===== src/rtl/wb_arbiter_pkg.sv =====
// Shared widths and helpers for the write-back arbiter.
// Supplies the DATA_WIDTH / RD_WIDTH / WB_NREQ defaults used as parameter defaults.
`ifndef DATA_WIDTH
`define DATA_WIDTH 32
`endif
`ifndef RD_WIDTH
`define RD_WIDTH 5
`endif
`ifndef WB_NREQ
`define WB_NREQ 3
`endif

package wb_arbiter_pkg;

  localparam int SB_REGS = 32;

  function automatic int ptr_width(input int n);
    return (n > 1) ? $clog2(n) : 1;
  endfunction

  // Round-robin successor of idx, wrapping n-1 -> 0.
  function automatic int rr_next(input int idx, input int n);
    return (idx + 1 >= n) ? 0 : idx + 1;
  endfunction

endpackage


===== src/rtl/wb_arbiter_rr_arbiter.sv =====
// Round-robin selector: one-hot grant to the first valid requester at or after ptr.
module rr_arbiter #(
  parameter int NREQ = 3,
  parameter int PW   = 2
) (
  input  logic [NREQ-1:0] valid,
  input  logic [PW-1:0]   ptr,
  output logic [NREQ-1:0] grant
);

  logic [2*NREQ-1:0] dbl_valid;
  logic [NREQ-1:0]   rot_valid;
  logic [NREQ-1:0]   rot_grant;
  logic [2*NREQ-1:0] dbl_grant;

  // Rotate so ptr lands at bit 0, pick the lowest set bit, rotate back.
  always_comb begin
    dbl_valid = {valid, valid};
    rot_valid = NREQ'(dbl_valid >> ptr);
    rot_grant = rot_valid & ~(rot_valid - NREQ'(1));
    dbl_grant = {rot_grant, rot_grant} << ptr;
    grant     = dbl_grant[2*NREQ-1:NREQ];
  end

endmodule


===== src/rtl/wb_arbiter.sv =====
// Write-back port arbiter: round-robin grant, one registered RF write per cycle.
// Optional destination scoreboard compiled in when WB_SCOREBOARD_EN is defined.
module wb_arbiter
  import wb_arbiter_pkg::*;
#(
  parameter int NREQ = `WB_NREQ,
  parameter int DW   = `DATA_WIDTH,
  parameter int AW   = `RD_WIDTH
) (
  input  logic             clk,
  input  logic             rst_n,
  input  logic [NREQ-1:0]    req_valid,
  input  logic [NREQ*AW-1:0] req_rd,
  input  logic [NREQ*DW-1:0] req_data,
  output logic [NREQ-1:0]    req_ready,
  output logic               rf_we,
  output logic [AW-1:0]      rf_wa,
  output logic [DW-1:0]      rf_wd
`ifdef WB_SCOREBOARD_EN
  ,
  input  logic               alloc_valid,
  input  logic [AW-1:0]      alloc_rd,
  input  logic [AW-1:0]      rs1,
  input  logic [AW-1:0]      rs2,
  output logic               rs1_busy,
  output logic               rs2_busy
`endif
);

  localparam int PW = ptr_width(NREQ);

  logic [PW-1:0]   ptr_q, ptr_d;
  logic            rf_we_q, rf_we_d;
  logic [AW-1:0]   rf_wa_q, rf_wa_d;
  logic [DW-1:0]   rf_wd_q, rf_wd_d;

  logic [NREQ-1:0] raw_grant;
  logic [NREQ-1:0] grant;
  logic            any_gnt;
  logic [PW-1:0]   gnt_idx;
  logic [AW-1:0]   sel_rd;
  logic [DW-1:0]   sel_data;

  rr_arbiter #(
    .NREQ (NREQ),
    .PW   (PW)
  ) u_rr (
    .valid (req_valid),
    .ptr   (ptr_q),
    .grant (raw_grant)
  );

  // No handshake may complete while reset is held.
  assign grant     = raw_grant & {NREQ{rst_n}};
  assign any_gnt   = |grant;
  assign req_ready = grant;

  always_comb begin
    gnt_idx  = '0;
    sel_rd   = '0;
    sel_data = '0;
    for (int i = 0; i < NREQ; i++) begin
      if (grant[i]) begin
        gnt_idx  = PW'(i);
        sel_rd   = req_rd[i*AW +: AW];
        sel_data = req_data[i*DW +: DW];
      end
    end
  end

  always_comb begin
    ptr_d   = ptr_q;
    rf_we_d = 1'b0;
    rf_wa_d = rf_wa_q;
    rf_wd_d = rf_wd_q;
    if (any_gnt) begin
      ptr_d   = PW'(rr_next(int'(gnt_idx), NREQ));
      rf_we_d = (sel_rd != '0);
      rf_wa_d = sel_rd;
      rf_wd_d = sel_data;
    end
  end

  always_ff @(posedge clk or negedge rst_n) begin
    if (!rst_n) begin
      ptr_q   <= '0;
      rf_we_q <= 1'b0;
      rf_wa_q <= '0;
      rf_wd_q <= '0;
    end else begin
      ptr_q   <= ptr_d;
      rf_we_q <= rf_we_d;
      rf_wa_q <= rf_wa_d;
      rf_wd_q <= rf_wd_d;
    end
  end

  assign rf_we = rf_we_q;
  assign rf_wa = rf_wa_q;
  assign rf_wd = rf_wd_q;

`ifdef WB_SCOREBOARD_EN
  logic [SB_REGS-1:0] busy_q, busy_d;

  // Clear first so a same-cycle allocation of the same register wins.
  always_comb begin
    busy_d = busy_q;
    if (any_gnt && sel_rd != '0)
      busy_d[sel_rd] = 1'b0;
    if (alloc_valid && alloc_rd != '0)
      busy_d[alloc_rd] = 1'b1;
  end

  always_ff @(posedge clk or negedge rst_n) begin
    if (!rst_n) busy_q <= '0;
    else        busy_q <= busy_d;
  end

  assign rs1_busy = busy_q[rs1];
  assign rs2_busy = busy_q[rs2];
`endif

endmodule


===== config.mk =====
export PLATFORM = sky130hd
export DESIGN_NAME = wb_arbiter
export DESIGN_NICKNAME = d
export VERILOG_FILES = /design/src/rtl/wb_arbiter_pkg.sv /design/src/rtl/wb_arbiter_rr_arbiter.sv /design/src/rtl/wb_arbiter.sv
export SDC_FILE = /design/constraint.sdc
export NUM_CORES = 1
export LEC_CHECK = 0
export CELL_PAD_IN_SITES_DETAIL_PLACEMENT = 1
export CELL_PAD_IN_SITES_GLOBAL_PLACEMENT = 2
export CORE_MARGIN = 2
export CORE_UTILIZATION = 19
export CTS_CLUSTER_DIAMETER = 40
export DETAILED_ROUTE_END_ITERATION = 8
export PLACE_DENSITY_LB_ADDON = 0.1
export SLEW_MARGIN = 20
export SYNTH_ARGS = -nofsm -noshare
export SYNTH_HDL_FRONTEND = slang
export SYNTH_SLANG_ARGS = --single-unit

===== constraint.sdc =====
create_clock -name clk -period 3 [get_ports clk]
set_input_delay 0.9 -clock clk [delete_from_list [all_inputs] [get_ports clk]]
set_output_delay 0.9 -clock clk [all_outputs]
set_load 0.01 [all_outputs]

==> flow_summary_export.csv <==
group,metric,value,unit
cells_and_area,num_antenna_cells,0,
clock_network,cts_tree,"done",
worst_setup_path,cp_max_fo,4,
worst_setup_path,r2r_cells,6,
placement,dp.cells,524,
clock_network,cts.sinks,40,
worst_setup_path,critPathMaxStageDelay,0.49,ns
worst_setup_path,end_kind,"output port",
worst_setup_path,regToRegSetupSlack,0.94,ns
placement,port_buffers,156,
clock_network,clkLatencyLatePin,0.28,ns
cells_and_area,fin_nets,504,
sta,hold_violations,0,
logic_synthesis,synth_fp_nets,351,
power_and_ir_drop,finalPower,0.00293,W
sta,max_slew_margin,38.1,%
power_and_ir_drop,vdd_ir_drop_max,0.000237,V
clock_network,cts_setup_buffers,0,
run_status,status,"finished clean",
sta,setup_tns,0,ns
die,die_h,113,um
global_routing,grt_max_degree,40,
die,core.rowCount,39,
worst_hold_path,min_to,"rf_wa[3]",
cells_and_area,area_growth,85.2,%
sta,setup_viol,0,
clock_network,cts-root-buf,"clkbuf_16",
die,start_util,19.6,%
worst_hold_path,holdCritStartpoint,"rf_wa[3]",
worst_setup_path,arrival,2.00,ns
global_routing,grt.overflow.total,0,
cells_and_area,design_area,0.00417,mm^2
global_routing,antenna_found_initial,0,
sta,rsz0062_at_grt,"no",
power_and_ir_drop,power.density,703,mW/mm^2
routing,via_per_inst,5.06,
worst_setup_path,r2r-end,"rf_wa[0]",
worst_setup_path,r2r_start,"ptr_q[1]",
clock_network,htreeDepth,2,
global_routing,grt_util_all_layers,16.4,%
cells_and_area,final_common_cell,"clkdlybuf4s50_1",
worst_setup_path,required,2.10,ns
sta,max_slew.worst_pin.slew,0.926,ns
routing,wl,10.5,mm
sta,max_freq,344,MHz
sta,period_minus_slack,2.90,ns
worst_setup_path,crit_type,"primary input to output port",
worst_hold_path,whs_path_depth,2,
worst_setup_path,cp_slowest_cell,"clkdlybuf4s50_1",
routing,dr.first_iter.drc_count,97,
job,maxCapViolations,0,
routing,drcViolationCount,0,
worst_setup_path,cp_cell_sequence,"clkdlybuf4s50_1 > buf_4 > nand3b_1 > o2111ai_4 > inv_1 > buf_2",
logic_synthesis,synth_cell_types,30,
logic_synthesis,synth_cells,235,
placement,gp_congestion,0.763,
routing,drtAntennaViolNets,0,
routing,routedWlPerCell,19.8,um
worst_setup_path,cp-start-kind,"primary input",
placement,dp_hpwl,7.11,mm
cells_and_area,stdcell_count,531,
die,die_x,113,um
sta,slew_viol_final,0,
global_routing,grt_pass1_vias,3022,
cells_and_area,most-common-layout-cells,"clkdlybuf4s50_1, dfrtp_1, nor2_1, a32oi_1",
clock_network,clk_pin_slew,0.06,ns
die,pin_count,157,
sta,clock_skew,0.00569,ns
routing,dr.pass1.iters,4,
global_routing,grt_first_pass_wirelength,16.6,mm
logic_synthesis,ys_ff_latch,40,
logic_synthesis,avgSynthCellArea,9.57,um^2
placement,dpl_cell_area,0.00404,mm^2
logic_synthesis,ys_warn_count,0,
power_and_ir_drop,power.leakage,1.55,nW
clock_network,ctsResizeCount,13,
clock_network,numCtsBuffers,5,
logic_synthesis,yosysSeqAreaShare,44.5,%
logic_synthesis,synth_area,0.00225,mm^2
routing,via_count,2686,
cells_and_area,layout-drive-gt1-share,9.79,%
worst_hold_path,hp-class,"register to register",
clock_network,clk_path_buf_depth,2,
clock_network,hold_buffers,0,
die,core,0.0115,mm^2
die,die-area,0.0127,mm^2
sta,period_share,96.8,%
==> cell families after synthesis <==
group,count (synthesis),synth area share (%)
simple gates,47,8.90
buf+inv,31,5.62
flops,40,44.5
compound gates,117,41.0
==> Yosys cell counts, drive strengths merged <==
library cell	number	share of area (%)
a21o	1	0.33
a21oi	33	7.3
a221o	4	1.8
a22o	4	1.6
a31o	1	0.39
a32oi	33	13
buf	6	1.4
clkbuf	22	3.7
dfrtp	40	44
inv	3	0.50
nand2	3	0.50
nand2b	1	0.28
nand3	1	0.22
nand3b	1	0.33
nand4	1	0.28
nor2	35	5.8
nor2b	2	0.56
nor3b	1	0.33
nor4	2	0.56
o2111ai	1	0.67
o21a	1	0.33
o21ai	1	0.22
o221ai	32	12
o311ai	1	1.2
o31a	1	0.39
o31ai	2	0.67
o32a	1	0.44
o41ai	1	0.39
==> power breakdown <==
group | total, W | switching [W] | internal (W)
Sequential | 0.000918 | 0.000147 | 0.000771
Combinational | 0.00150 | 0.000708 | 0.000787
Clock | 0.000517 | 0.000215 | 0.000303
Total | 0.00293 | 0.00107 | 0.00186
==> stage by stage <==
stage,hold slack [ns],utilization [%],setup WS [ns]
global placement,0.482,35.2,-0.478
finish,0.502,36.3,0.0960
CTS,0.508,36.4,0.0216
detailed placement,0.492,35.2,-0.490
global route,0.547,36.3,0.00713
floorplan,0.529,-,0.260
==> sequential cells by signal, summed over array words and instances (netlist names) <==
name / cells
rf_we: 1
rf_wd: 32
ptr_q: 2
rf_wa: 5
==> critical path: cells and delay by family <==
family                 cells  cell delay, ns
AND/OR/NAND/NOR            1            0.11
buffers and inverters      4            0.86
AO/OA/AOI/OAI              1            0.13
==> how the worst max path moves through the flow <==
stage / from / endpoint / slack (ns) / cells after the start
after floorplan: req_valid[0] / req_ready[2] / 0.26 / 6
after global placement: req_valid[1] / req_ready[2] / -0.48 / 5
after detailed placement: req_valid[1] / req_ready[2] / -0.49 / 5
after CTS: req_valid[2] / req_ready[2] / 0.02 / 6
after global routing: req_valid[2] / req_ready[0] / 0.007 / 6
final: req_valid[2] / req_ready[0] / 0.1 / 6
==> layer usage <==
layer,up-vias,GRT usage (%),wire length (um)
li1,1263,-,-
met1,1357,21.7,4740
met2,64,27.9,5230
met3,2,3.59,478
met4,0,3.01,55
met5,-,0,0
==> layout make-up <==
| class | instances | area [um^2] |
|---|---|---|
| Fill cell | 1293 | 7300 |
| Timing Repair Buffer | 174 | 1670 |
| Multi-Input combinational cell | 164 | 1170 |
| Sequential cell | 40 | 1000 |
| Tap cell | 143 | 179 |
| Clock buffer | 6 | 129 |
| Inverter | 3 | 11.3 |
| Clock inverter | 1 | 5.00 |
(Power assumes the default switching activity.)
